### src/rtl/life_grid_engine.sv
// Conway Life engine (B3/S23): whole ROWS x COLS grid advances in one clock per generation.
// Supports single-step and free-run with a programmable period, toroidal or dead edges,
// stable/extinct detection with optional auto-halt, and a registered row read port.
module life_grid_engine #(
  parameter int ROWS      = 8,
  parameter int COLS      = 8,
  parameter int GEN_W     = 16,
  parameter bit AUTO_HALT = 1'b1
) (
  input  logic                    clk_i,
  input  logic                    rst_ni,
  input  logic                    wr_en_i,
  input  logic [$clog2(ROWS)-1:0] wr_row_i,
  input  logic [COLS-1:0]         wr_data_i,
  input  logic [$clog2(ROWS)-1:0] rd_row_i,
  output logic [COLS-1:0]         rd_data_o,
  input  logic                    wrap_i,
  input  logic                    step_i,
  input  logic                    run_i,
  input  logic [15:0]             period_i,
  output logic                    gen_pulse_o,
  output logic [GEN_W-1:0]        generation_o,
  output logic                    stable_o,
  output logic                    extinct_o,
  output logic                    halted_o
);

  localparam int RW = $clog2(ROWS);
  localparam int CW = $clog2(COLS);

  typedef enum logic [1:0] {StIdle, StRun, StHalt} state_e;

  state_e           state_q, state_d;
  logic [15:0]      pcnt_q, pcnt_d;
  logic             pend_q, pend_d;
  logic [GEN_W-1:0] gen_q, gen_d;
  logic             stable_q, stable_d;
  logic             extinct_q, extinct_d;
  logic             pulse_q;
  logic [COLS-1:0]  rd_q, rd_d;
  logic [COLS-1:0]  grid_q [ROWS];
  logic [COLS-1:0]  grid_d [ROWS];
  logic [COLS-1:0]  next_grid [ROWS];
  logic [COLS-1:0]  wr_grid [ROWS];
  logic             next_same, next_zero, wr_zero;
  logic             wr_valid, due, advance;

  // Next generation of every cell from its eight neighbours.
  always_comb begin
    int rr;
    int cc;
    logic [3:0] cnt;
    logic nb;
    rr        = 0;
    cc        = 0;
    cnt       = '0;
    nb        = 1'b0;
    next_same = 1'b1;
    next_zero = 1'b1;
    for (int r = 0; r < ROWS; r++) begin
      next_grid[r] = '0;
      for (int c = 0; c < COLS; c++) begin
        cnt = '0;
        for (int dr = -1; dr <= 1; dr++) begin
          for (int dc = -1; dc <= 1; dc++) begin
            if (dr != 0 || dc != 0) begin
              rr = r + dr;
              cc = c + dc;
              nb = 1'b0;
              if (wrap_i) begin
                if (rr < 0) rr = rr + ROWS;
                else if (rr >= ROWS) rr = rr - ROWS;
                if (cc < 0) cc = cc + COLS;
                else if (cc >= COLS) cc = cc - COLS;
                nb = grid_q[rr[RW-1:0]][cc[CW-1:0]];
              end else if (rr >= 0 && rr < ROWS && cc >= 0 && cc < COLS) begin
                nb = grid_q[rr[RW-1:0]][cc[CW-1:0]];
              end
              cnt = cnt + {3'b000, nb};
            end
          end
        end
        next_grid[r][c] = (cnt == 4'd3) | (grid_q[r][c] & (cnt == 4'd2));
      end
      next_same = next_same & (next_grid[r] == grid_q[r]);
      next_zero = next_zero & (next_grid[r] == '0);
    end
  end

  // Row write overlay, read mux, and write validity.
  always_comb begin
    wr_valid = wr_en_i && (int'(wr_row_i) < ROWS);
    wr_zero  = 1'b1;
    rd_d     = '0;
    for (int r = 0; r < ROWS; r++) begin
      wr_grid[r] = (wr_row_i == RW'(r)) ? wr_data_i : grid_q[r];
      wr_zero    = wr_zero & (wr_grid[r] == '0);
      if (rd_row_i == RW'(r)) rd_d = grid_q[r];
    end
  end

  // Sequencing: decide when an advance is due, handle write collisions and halting.
  always_comb begin
    state_d = state_q;
    pcnt_d  = pcnt_q;
    pend_d  = pend_q;
    due     = 1'b0;
    advance = 1'b0;
    unique case (state_q)
      StIdle: begin
        if (step_i && !pend_q) due = 1'b1;
        if (run_i) begin
          state_d = StRun;
          pcnt_d  = '0;
        end
      end
      StRun: begin
        if (!run_i) begin
          state_d = StIdle;
          pcnt_d  = '0;
        end else if (pend_q) begin
          // Counter restarts once the deferred advance has gone through.
          pcnt_d = '0;
        end else if (pcnt_q == period_i) begin
          due    = 1'b1;
          pcnt_d = '0;
        end else begin
          pcnt_d = pcnt_q + 16'd1;
        end
      end
      StHalt: begin
        if (!run_i) begin
          state_d = StIdle;
        end else if (wr_valid) begin
          state_d = StRun;
          pcnt_d  = '0;
        end
      end
      default: state_d = StIdle;
    endcase
    // A write always wins; a colliding advance is deferred by one cycle.
    if (wr_valid) begin
      pend_d = pend_q | due;
    end else begin
      advance = due | pend_q;
      pend_d  = 1'b0;
    end
    if (AUTO_HALT && advance && state_d == StRun && (next_same || next_zero)) begin
      state_d = StHalt;
    end
  end

  // Grid and status next-state.
  always_comb begin
    grid_d    = grid_q;
    gen_d     = gen_q;
    stable_d  = stable_q;
    extinct_d = extinct_q;
    if (wr_valid) begin
      grid_d    = wr_grid;
      gen_d     = '0;
      stable_d  = 1'b0;
      extinct_d = wr_zero;
    end else if (advance) begin
      grid_d    = next_grid;
      gen_d     = gen_q + 1'b1;
      stable_d  = next_same;
      extinct_d = next_zero;
    end
  end

  // Control state registers.
  always_ff @(posedge clk_i) begin
    if (!rst_ni) begin
      state_q <= StIdle;
      pcnt_q  <= '0;
      pend_q  <= 1'b0;
    end else begin
      state_q <= state_d;
      pcnt_q  <= pcnt_d;
      pend_q  <= pend_d;
    end
  end

  // Grid, counters, status flags and read port registers.
  always_ff @(posedge clk_i) begin
    if (!rst_ni) begin
      grid_q    <= '{default: '0};
      gen_q     <= '0;
      stable_q  <= 1'b0;
      extinct_q <= 1'b1;
      pulse_q   <= 1'b0;
      rd_q      <= '0;
    end else begin
      grid_q    <= grid_d;
      gen_q     <= gen_d;
      stable_q  <= stable_d;
      extinct_q <= extinct_d;
      pulse_q   <= advance;
      rd_q      <= rd_d;
    end
  end

  assign rd_data_o    = rd_q;
  assign gen_pulse_o  = pulse_q;
  assign generation_o = gen_q;
  assign stable_o     = stable_q;
  assign extinct_o    = extinct_q;
  assign halted_o     = (state_q == StHalt);

endmodule

### config.mk
export PLATFORM = sky130hd
export DESIGN_NAME = life_grid_engine
export DESIGN_NICKNAME = d
export VERILOG_FILES = /design/src/rtl/life_grid_engine.sv
export SDC_FILE = /design/constraint.sdc
export NUM_CORES = 1
export LEC_CHECK = 0
export CORE_MARGIN = 2
export CORE_UTILIZATION = 55
export CTS_CLUSTER_SIZE = 16
export DETAILED_ROUTE_END_ITERATION = 12
export PLACE_DENSITY = 0.74
export SETUP_SLACK_MARGIN = 0.1
export SYNTH_ARGS = -nofsm -noshare
export SYNTH_HDL_FRONTEND = slang
export SYNTH_SLANG_ARGS = --single-unit
### constraint.sdc
create_clock -name clk_i -period 7.67 [get_ports clk_i]
set_input_delay 1.534 -clock clk_i [delete_from_list [all_inputs] [get_ports clk_i]]
set_output_delay 1.534 -clock clk_i [all_outputs]
set_load 0.02 [all_outputs]
# == Word level (Yosys, flattened, before mapping) ==
# Cells that the tools add are included.
# word_totals
register_bits,110
in_bits,36
out_inout_bits,28
# classes
addsub,450
n_lt_le_gt_ge,4
n_eq_ne,157
muxes,123
n_bitwise,153
n_reduce_logical,30
# ops
cell,count
adder 4 x 1 -> 4 bit,256
equality test 4 x 2 -> 1 bit (second input constant),128
adder 3 x 1 -> 4 bit,64
adder 2 x 1 -> 3 bit,64
2-to-1 mux 8 bit,20
adder 1 x 1 -> 2 bit,64
zero test 8 bit,16
2-to-1 mux 64 bit,2
2-to-1 mux 16 bit,6
bitwise AND 1 bit,85
bitwise OR 1 bit,65
equality test 8 bit,8
2-to-1 mux 1 bit,63
binary-select mux 1 bit (select 3 bit),20
binary-select mux 8 bit (select 3 bit),2
one-hot mux 16 bit (3 select lines),1
adder 16 x 1 -> 16 bit (second input constant),2
equality test 3 bit (second input constant),8
equality test 16 bit,1
equality test 3 x 2 -> 1 bit (second input constant),4
2-to-1 mux 2 bit,5
>= comparator 4 bit (second input constant),2
< comparator 3 x 4 -> 1 bit (second input constant),2
inverter 3 -> 4 bit,2
18 further kinds,27

# == Logic depth before layout (Yosys ltp) ==
# depth
word_depth,29
ltp_mapped,19

# == Worst setup path after synthesis ==
# OpenSTA, ideal clock, no wires.
# synth_path
kind,input-to-reg
start,in wrap_i
end,reg state_q[0]
setup_time_ns,0.131
arrival_time_ns,6.436
slack_ns,1.103
stages,19
path_cell_list,clkbuf_1 > clkbuf_1 > nand2_1 > inv_1 > fa_1 > inv_1 > fa_1 > fa_1 > inv_1 > ha_1 > fa_1 > and4b_1 > a21oi_1 > mux2i_1 > nand4_1 > or4_1 > or4_4 > nor4_4 > o41ai_1
# synth_via
elab_chain_len,22
# synth_lines
element,line_no,rtl
from (decl),17,"input logic wrap_i,"
2-to-1 mux 1 bit,70,if (wrap_i) begin
adder 1 x 1 -> 2 bit,79,"cnt = cnt + {3'b000, nb};"
adder 2 x 1 -> 3 bit,79,
adder 3 x 1 -> 4 bit,79,
adder 4 x 1 -> 4 bit (4 in series),79,
equality test 4 x 2 -> 1 bit,83,next_grid[r][c] = (cnt == 4'd3) | (grid_q[r][c] & (cnt == 4'd2));
bitwise AND 1 bit,83,
bitwise OR 1 bit,83,
equality test 8 bit or zero test 8 bit (tied branches),"85, 86",
bitwise AND 1 bit (on tied branches) (7 in series),"85, 86",
logical OR 1 bit *,148,if (AUTO_HALT && advance && state_d == StRun && (next_same || next_zero)) begin
logical AND 1 bit *,148,
OR reduction 2 bit (no source line) *,--,
to (signal assigned),175,state_q <= StIdle;
to (signal assigned),179,state_q <= state_d;
to (decl),33,"state_e state_q, state_d;"
# Every way passes the cells marked *; elsewhere a longest branch is shown, timed or not.
# A chain may end at the register's enable or synchronous reset.

# == Worst setup path in the final report ==
# layout_path
start,in wrap_i
end,reg state_q[1]
# layout_via
elab_chain_len,22
# layout_lines
element,line_no
2-to-1 mux 1 bit,70
adder 1 x 1 -> 2 bit,79
adder 2 x 1 -> 3 bit,79
adder 3 x 1 -> 4 bit,79
adder 4 x 1 -> 4 bit (4 in series),79
equality test 4 x 2 -> 1 bit,83
bitwise AND 1 bit,83
bitwise OR 1 bit,83
equality test 8 bit or zero test 8 bit (tied branches),"85, 86"
bitwise AND 1 bit (on tied branches) (7 in series),"85, 86"
logical OR 1 bit *,148
logical AND 1 bit *,148
2-to-1 mux 2 bit *,148
# Marks and branches as above.

==> impl_metrics.tcl <==
set metrics [dict create \
    hold_start "stable_o" \
    root_buffer "clkbuf_16" \
    synth.yosys.seq_area_share_pct 12.52 \
    clock_latency_ns 0.39 \
    synth_fp_nets 2446 \
    outcome "completed" \
    tightest_slew_ns 1.207 \
    ant_nets 0 \
    rows 65 \
    die_w_um 182.8 \
    cts_resized 0 \
    via_per_inst 6.540 \
    syn_area_um2 17590 \
    yosysWarnings 0 \
    grt_max_degree 59 \
    crit_path_end_kind "flop" \
    total_leakage_power_nw 9.467 \
    cts.sinks 110 \
    period_share_pct 87.00 \
    synth.area.top_cells "fa_1 29%, ha_1 14%, dfxtp_1 13%" \
    use_met3_pct 9.730 \
    finalHoldViolations 0 \
    rsz0062_at_grt "false" \
    drcViolationCount 0 \
    core_um2 31560 \
    setup_viol 0 \
    hold_class "flop to flop" \
    use_met1_pct 54.19 \
    ys_ff_latch 110 \
    ir_worst_vdd_v 0.0001191 \
    wire_per_inst_um 27.15 \
    drive_gt1_share_pct 4.464 \
    cts_setup_buffers 0 \
    grt_first_pass_wirelength_um 99170 \
    dr.pass1.iters 6 \
    cts_buffer_depth 2 \
    port_buffers 63 \
    relSlewSlack_pct 19.04 \
    path_clk_slew_ns 0.09 \
    syn_to_final_growth_pct 8.403 \
    track_usage_pct 40.42 \
    syn_avg_cell_area_um2 8.972 \
    cts.htree.levels 3 \
    final_common_cell "inv_1" \
    grt-busiest-layer "met2" \
    cp.required_ns 7.99 \
    crit_fanout 27 \
    synth.top_cell.area_share_pct 29.14 \
    initial_utilization_pct 55.73 \
    post-dp-hpwl_um 52490 \
    synth_cell_types 75 \
    die-area_um2 33420 \
    final_cell_mix "336 x inv_1, 256 x fa_1, 194 x ha_1" \
    cts_inserted_buffers 9 \
    critPathArrivalTime_ns 7.00 \
    maxCapViolCount 0 \
    insertedDiodeCount 0 \
    postCtsHoldBufs 0 \
    dp_slack_ns 0.7189 \
    gr-total-overflow 0 \
    synth_edf_count 0 \
    crit_type "input pin to flop" \
    setup_tns_ns 0 \
    antenna_found_initial 0 \
    ys.flop_type "dfxtp_1" \
    finClkSkew_ns 0.01485 \
    yosys.area.top_type "fa_1" \
    nNetsFinal 2497 \
    finalWorstSetupSlack_ns 0.9974 \
    crit_start "wrap_i" \
    cp-start-kind "input pin" \
    fmax_mhz 149.9 \
    synthCells 1960 \
    first_global_vias 15925 \
    cts_tree "built" \
    drtIter0Drc 1982 \
    slew_viol_final 0 \
    io_pins 64 \
    fin_util_pct 60.41 \
    gp_congestion 1.036 \
    period_needed_ns 6.673 \
    num_vias 15814 \
    use_met2_pct 60.55 \
    reg2reg_from "grid_q[45]" \
    r2r_setup_slack_ns 1.55 \
    async_reset_ff_share_pct 0 \
    power_density_nw_per_um2 183.7 \
    dieHeight_um 182.8 \
    totalWireLength_um 65660 \
    whs_ns 0.4822 \
]
==> final timing paths <==
check             depth (start not counted)         end
setup / recovery                         16  state_q[1]
hold / removal                            2    stable_o
setup reg to reg                         15  state_q[1]
hold reg to reg                           2    stable_o
==> critical path, cell delays in order <==
cell and delay [ns]:
clkdlybuf4s50_1 0.51, buf_4 0.35, nand2_1 0.33, fa_1 0.55
fa_1 0.51, inv_1 0.04, ha_1 0.20, fa_1 0.44
and4b_1 0.20, a21oi_1 0.24, mux2i_1 0.23, nand4_1 0.16
or4_1 0.58, or4_4 0.45, nor4_4 0.46, o31a_1 0.19
==> where the power goes <==
group	internal, W	switching, W	total (W)
registers	0.000608	0.000125	0.000733
logic	0.000841	0.00140	0.00224
clock network	0.000234	0.000291	0.000525
==> sequential cells by signal (all words and copies together) (netlist names) <==
name / cells
grid_q: 64
generation_o: 16
pcnt_q: 16
rd_data_o: 8
state_q: 2
extinct_o: 1
gen_pulse_o: 1
pend_q: 1
stable_o: 1
==> layer usage <==
layer  vias to the layer above  routed length (um)  share of wire [%]
met5                         -                   0                  0
met4                         0                4402                6.7
met3                       247                7806                 12
met2                      1003               28100                 43
met1                      7791               25350                 39
li1                       6773                   -                  -
==> cells by family (layout without fill, tap and decap cells) <==
kind of cell               count (synthesis)  after routing  synth area share (%)
buffers and inverters                    400            456                 8.659
and+or+nand+nor                          529            529                 15.37
AOI/OAI and AO/OA                        345            345                 12.79
xor gates and xnor gates                  87             87                 4.333
adders and majority gates                450            450                 42.95
muxes                                     39             39                 3.387
DFF                                      110            110                 12.52
==> synthesized netlist by cell type, types with 5 or more instances <==
cell type	number
nor3b_1	8
a21oi_1	97
nand4_1	23
and3_1	41
ha_1	194
nand2b_1	14
xnor2_1	67
nor4_1	26
mux4_2	16
xor2_1	20
inv_1	336
nand3_1	44
o21ai_0	47
dfxtp_1	110
o221ai_1	52
fa_1	256
nand2_1	103
clkbuf_1	46
mux2i_1	22
buf_1	9
a211oi_1	27
o21ai_1	23
o22ai_1	11
o21a_1	11
nor2b_1	17
and3b_1	7
or3_1	7
a31oi_1	16
nor2_1	159
and4b_1	6
or2_1	5
nand3b_1	9
nor3_1	30
o211ai_1	23
==> stage by stage <==
stage	cell area (um2)	instances	total power, W
after detailed placement	18760	2402	0.002919
final	19060	2418	0.003503
after global routing	19060	2418	0.003752
after floorplan	17590	1960	0.002161
after CTS	19060	2418	0.003442
after global placement	18760	2402	0.002840
==> cell type report <==
type	count	area (um2)
clock buffer	9	225.2
clock inverter	7	77.57
fill	2784	12490
inverter	339	1272
multi-input combinational	1450	13870
sequential	110	2202
tap	402	503.0
timing repair buffer	101	910.9
(Power assumes the default switching activity.)
